<file path="src/rtl/nn_pkg.sv">
// Shared types, lane geometry and arithmetic helpers for the nn MAC datapath.
package nn_pkg;

  localparam int unsigned LANE_W = 8;
  localparam int unsigned LANES  = 4;
  localparam int unsigned WORD_W = 32;
  localparam int unsigned DOT_W  = 18;

  typedef enum logic [1:0] {
    IDLE = 2'd0,
    RUN  = 2'd1,
    OUT  = 2'd2
  } state_t;

  // Signed 8x8 lane product; the 16-bit return width forces a full-width signed multiply.
  function automatic logic signed [2*LANE_W-1:0] mul8(input logic signed [LANE_W-1:0] x,
                                                      input logic signed [LANE_W-1:0] z);
    return x * z;
  endfunction

  // Clamp a sign-extended accumulator into the signed range of an out_w-bit result.
  function automatic logic signed [31:0] sat_to_out(input logic signed [31:0] acc,
                                                    input int unsigned out_w);
    logic signed [31:0] hi;
    logic signed [31:0] lo;
    hi = (32'sd1 <<< (out_w - 1)) - 32'sd1;
    lo = -(32'sd1 <<< (out_w - 1));
    if (acc > hi) return hi;
    if (acc < lo) return lo;
    return acc;
  endfunction

endpackage

</file>
<file path="src/rtl/nn_dot4.sv">
// Combinational 4-lane signed 8x8 dot product of two packed words.
module nn_dot4
  import nn_pkg::*;
(
  input  logic [WORD_W-1:0]       a,
  input  logic [WORD_W-1:0]       b,
  output logic signed [DOT_W-1:0] y
);

  always_comb begin
    y = '0;
    for (int i = 0; i < int'(LANES); i++) begin
      y = y + DOT_W'(mul8(a[i*LANE_W +: LANE_W], b[i*LANE_W +: LANE_W]));
    end
  end

endmodule

</file>
<file path="src/rtl/nn_mac_stage.sv">
// FIFO-fed MAC stage: accumulates NUM_WORDS lane-wise dot products, emits one saturated result.
// Build option NN_MAC_RELU_EN clamps negative results to zero after saturation.
module nn_mac_stage
  import nn_pkg::*;
#(
  parameter  int unsigned NUM_WORDS = 8,
  parameter  int unsigned ACC_W     = 24,
  parameter  int unsigned OUT_W     = 16,
  localparam int unsigned AW        = $clog2(NUM_WORDS)
) (
  input  logic              clk,
  input  logic              rst,
  input  logic              start_i,
  input  logic              fifo_empty_i,
  output logic              fifo_rd_o,
  input  logic [WORD_W-1:0] fifo_data_i,
  input  logic              w_we_i,
  input  logic [AW-1:0]     w_addr_i,
  input  logic [WORD_W-1:0] w_data_i,
  output logic              busy_o,
  output logic [OUT_W-1:0]  result_o,
  output logic              result_valid_o,
  input  logic              result_ready_i
);

  state_t                   state_q, state_d;
  logic signed [ACC_W-1:0]  acc_q, acc_d, acc_sum;
  logic [AW-1:0]            idx_q, idx_d;
  logic [OUT_W-1:0]         result_d, res_next;
  logic signed [OUT_W-1:0]  sat;
  logic                     valid_d, busy_d, pop;
  logic signed [DOT_W-1:0]  dot;
  logic [WORD_W-1:0]        w_bank [NUM_WORDS];

  assign pop       = (state_q == RUN) && !fifo_empty_i;
  assign fifo_rd_o = pop;

  nn_dot4 u_dot4 (
    .a (fifo_data_i),
    .b (w_bank[idx_q]),
    .y (dot)
  );

  assign acc_sum = acc_q + ACC_W'(dot);
  assign sat     = OUT_W'(sat_to_out(32'(acc_sum), OUT_W));

`ifdef NN_MAC_RELU_EN
  assign res_next = sat[OUT_W-1] ? '0 : sat;
`else
  assign res_next = sat;
`endif

  // Weights are only writable while idle; the bank is deliberately not reset.
  always_ff @(posedge clk) begin
    if (w_we_i && (state_q == IDLE) && (32'(w_addr_i) < NUM_WORDS)) begin
      w_bank[w_addr_i] <= w_data_i;
    end
  end

  always_comb begin
    state_d  = state_q;
    acc_d    = acc_q;
    idx_d    = idx_q;
    result_d = result_o;
    valid_d  = result_valid_o;
    case (state_q)
      IDLE: begin
        if (start_i) begin
          state_d = RUN;
          acc_d   = '0;
          idx_d   = '0;
        end
      end
      RUN: begin
        if (pop) begin
          acc_d = acc_sum;
          idx_d = idx_q + AW'(1);
          if (idx_q == AW'(NUM_WORDS - 1)) begin
            state_d  = OUT;
            result_d = res_next;
            valid_d  = 1'b1;
          end
        end
      end
      OUT: begin
        if (result_ready_i) begin
          state_d = IDLE;
          valid_d = 1'b0;
        end
      end
      default: begin
        state_d = IDLE;
        valid_d = 1'b0;
      end
    endcase
    busy_d = (state_d != IDLE);
  end

  always_ff @(posedge clk or posedge rst) begin
    if (rst) begin
      state_q        <= IDLE;
      acc_q          <= '0;
      idx_q          <= '0;
      result_o       <= '0;
      result_valid_o <= 1'b0;
      busy_o         <= 1'b0;
    end else begin
      state_q        <= state_d;
      acc_q          <= acc_d;
      idx_q          <= idx_d;
      result_o       <= result_d;
      result_valid_o <= valid_d;
      busy_o         <= busy_d;
    end
  end

endmodule
</file>
<file path="config.mk">
export PLATFORM = sky130hd
export DESIGN_NAME = nn_mac_stage
export DESIGN_NICKNAME = d
export VERILOG_FILES = /design/src/rtl/nn_pkg.sv /design/src/rtl/nn_dot4.sv /design/src/rtl/nn_mac_stage.sv
export SDC_FILE = /design/constraint.sdc
export NUM_CORES = 1
export LEC_CHECK = 0
export ABC_CLOCK_PERIOD_IN_PS = 15900
export BUFFER_PORTS_ARGS = -buffer_cell sky130_fd_sc_hd__clkbuf_2
export CAP_MARGIN = 20
export CELL_PAD_IN_SITES_DETAIL_PLACEMENT = 2
export CELL_PAD_IN_SITES_GLOBAL_PLACEMENT = 2
export CORE_MARGIN = 2
export CORE_UTILIZATION = 30
export CTS_CLUSTER_DIAMETER = 200
export DETAILED_ROUTE_END_ITERATION = 10
export GPL_TIMING_DRIVEN = 0
export HOLD_SLACK_MARGIN = 0.05
export PLACE_DENSITY_LB_ADDON = 0.1
export SLEW_MARGIN = 20
export SYNTH_ARGS = -nofsm -noshare
export SYNTH_HDL_FRONTEND = slang
export SYNTH_HIERARCHICAL = 1
export SYNTH_SLANG_ARGS = --single-unit
</file>
<file path="constraint.sdc">
create_clock -name clk -period 15.9 [get_ports clk]
set_input_delay 0.795 -clock clk [delete_from_list [all_inputs] [get_ports clk]]
set_output_delay 0.795 -clock clk [all_outputs]
set_load 0.05 [all_outputs]
</file>
==> results_dict.tcl <==
set metrics [dict create \
    status "completed" \
    detailedRoute.firstPassIterationCount 4 \
    clk_pin_slew_ns 0.06 \
    path_class "register to register" \
    number_of_global_route_vias_before_repair 17000 \
    drtAntennaViolNets 0 \
    cells_after_synthesis 1848 \
    wl_per_cell_microns 21.7 \
    numPortBuffers 91 \
    synth_cell_types 68 \
    starting_utilization_of_the_core_area_pct 30.2 \
    final_worst_path_cycle_share_pct 80.0 \
    synth-edff-count 256 \
    seq_area_frac_synth_pct 37.2 \
    hold_class "primary input to asynchronous set/reset pin" \
    worst_path_max_delay_cell "sky130_fd_sc_hd__xnor2_1" \
    grt_setup_unrepaired "false" \
    final_period_minus_worst_setup_slack_ns 12.73 \
    ctsHoldBuffers 0 \
    tightest_slew_ns 0.986 \
    fraction_of_registers_with_async_set_reset_pct 15.5 \
    worst-endpoint-required_ns 16.36 \
    end_kind "register" \
    path_max_fanout 10 \
    register_area_sq_mm 0.00886 \
    cpLargestDelayFamily "adder cells" \
    sum_of_negative_setup_slack_ns 0 \
    resized_after_cts 0 \
    floorplan.die_area_sq_mm 0.0817 \
    fin_worst_skew_ns 0.0177 \
    rows 103 \
    clk_latency_ns 0.56 \
    synth-seq-cells 303 \
    clock_sinks 303 \
    worst_setup_sp_type "register" \
    routed_via_density 4.62 \
    fmax_mhz 78.6 \
    synthesis.yosys.warnings 6 \
    critical_path.max_stage_delay_ns 0.70 \
    num_vias 14200 \
    wl_microns 66600 \
    cts_inserted_buffers 35 \
    slew_headroom_pct 34.3 \
    drive_gt1_share_pct 14.7 \
    fill_cells 8145 \
    worst-path-buf-inv 9 \
    final-max-slew-violation-count 0 \
    drcViolationCount 0 \
    drv_cap 0 \
    die_w_microns 286 \
    post_synth_instance_area_sq_mm 0.0238 \
    design.core.area_sq_mm 0.0787 \
    worst_path_most_repeated_cell "sky130_fd_sc_hd__fa_1" \
    routabilityCongestion 0.764 \
    area_taken_by_multi_input_logic_gates_sq_mm 0.0135 \
    detailed_place_hpwl_microns 54200 \
    cts_tree "built" \
    cts_htree_levels 2 \
    ioPinCount 92 \
    drt_iter0_markers 530 \
    mappedNetlistNets 2362 \
    layout.cells.most_common "sky130_fd_sc_hd__inv_1" \
    grt_first_pass_wirelength_microns 105000 \
    rr_worst_depth 36 \
    maximum_number_of_pins_on_one_net_before_global_route_repair 32 \
    timing_hold_violations_final 0 \
    clock_tree.buffer_depth 3 \
    global_route.usage.total_pct 17.1 \
    fin_nets 2508 \
    layout_common_cells "sky130_fd_sc_hd__inv_1 (366), sky130_fd_sc_hd__fa_1 (319), sky130_fd_sc_hd__edfxtp_1 (256)" \
    report.final.setup_viol 0 \
    cts_root_buffer "sky130_fd_sc_hd__clkbuf_16" \
    die_h_microns 286 \
    syn_to_final_growth_pct 13.3 \
    cp.depth 36 \
    synth_ff_type "sky130_fd_sc_hd__edfxtp_1" \
    post-cts-setup-buffer-count 0 \
    syn-mean-instance-area_sq_um 12.9 \
    grt_antenna_before_repair 4 \
    cp.arrival_ns 13.19 \
    grt_remaining_overflow 0 \
]
==> stage by stage <==
stage	cell area (sq um)	worst slack, ns	hold slack, ns	std cells	utilization (%)
finish	27000	3.17	0.230	3070	34.3
global route	27000	2.26	0.253	3068	34.3
CTS	27000	2.51	0.221	3067	34.2
detailed placement	25900	2.57	0.479	3006	32.9
global placement	25600	2.65	0.461	2989	32.5
floorplan	23800	5.38	0.456	1848	-
==> final timing paths <==
path	end	start	slack (ns)
worst max-delay path	result_o[13]	idx_q[0]	3.17
worst min-delay path	busy_o	rst	0.23
worst max register to register	result_o[13]	idx_q[0]	3.17
worst min register to register	result_o[15]	result_o[15]	0.49
max in group asynchronous	acc_q[6]	rst	15.13
min in group clk	result_o[15]	result_o[15]	0.49
==> cell families (layout without fill, tap and decap cells) <==
kind of cell,Yosys count,in the layout,share of synthesized area (%)
fa+ha+maj,441,441,33.2
buf+inv,404,574,6.52
simple gates,390,390,8.48
flops,303,303,37.2
compound gates,161,161,5.03
mux,100,100,7.73
xor+xnor,49,49,1.80
other cells,0,2,0
==> state kept, by name, indices dropped and copies added (netlist names) <==
signal          cells
acc_q              24
busy_o              1
idx_q               3
result_o           16
result_valid_o      1
state_q             2
w_bank            256
==> layout make-up <==
cell class	instances	area share, %
multi-input combinational	1141	49.9
sequential	303	32.9
inverter	367	5.11
tap	1050	4.87
clock buffer	48	3.54
timing repair buffer	109	2.57
buffer	37	0.668
clock inverter	13	0.501
antenna	2	0.0185
==> cells in the mapped netlist, types with 4 or more instances <==
master / number / area (sq um)
sky130_fd_sc_hd__a21o_1: 6 / 45.0
sky130_fd_sc_hd__a21oi_1: 30 / 150
sky130_fd_sc_hd__a22o_1: 19 / 166
sky130_fd_sc_hd__a31oi_1: 4 / 25.0
sky130_fd_sc_hd__and2_1: 149 / 932
sky130_fd_sc_hd__and3_1: 7 / 43.8
sky130_fd_sc_hd__buf_1: 9 / 33.8
sky130_fd_sc_hd__clkbuf_1: 22 / 82.6
sky130_fd_sc_hd__dfrtp_1: 47 / 1180
sky130_fd_sc_hd__edfxtp_1: 256 / 7690
sky130_fd_sc_hd__fa_1: 319 / 6390
sky130_fd_sc_hd__ha_1: 122 / 1530
sky130_fd_sc_hd__inv_1: 367 / 1380
sky130_fd_sc_hd__mux2_2: 32 / 360
sky130_fd_sc_hd__mux2i_1: 4 / 40.0
sky130_fd_sc_hd__mux4_2: 64 / 1440
sky130_fd_sc_hd__nand2_1: 112 / 420
sky130_fd_sc_hd__nand2b_1: 23 / 144
sky130_fd_sc_hd__nand3_1: 8 / 40.0
sky130_fd_sc_hd__nand4_1: 5 / 31.3
sky130_fd_sc_hd__nor2_1: 52 / 195
sky130_fd_sc_hd__nor2b_1: 13 / 81.3
sky130_fd_sc_hd__nor3_1: 8 / 40.0
sky130_fd_sc_hd__o21a_1: 5 / 37.5
sky130_fd_sc_hd__o21ai_0: 40 / 200
sky130_fd_sc_hd__o21bai_1: 6 / 45.0
sky130_fd_sc_hd__o22ai_1: 8 / 50.1
sky130_fd_sc_hd__o22ai_2: 11 / 138
sky130_fd_sc_hd__xnor2_1: 37 / 324
sky130_fd_sc_hd__xor2_1: 12 / 105
==> layer usage <==
layer	up-vias	global-route usage, %	wire length (microns)
met3	63	1.99	1550
met5	-	0	54
met2	131	30.5	34600
met4	8	2.80	838
li1	6380	-	-
met1	7612	22.5	29600
Power is not shown: default switching activity piles up to over one toggle a cycle in this logic, so the estimate is an artifact.
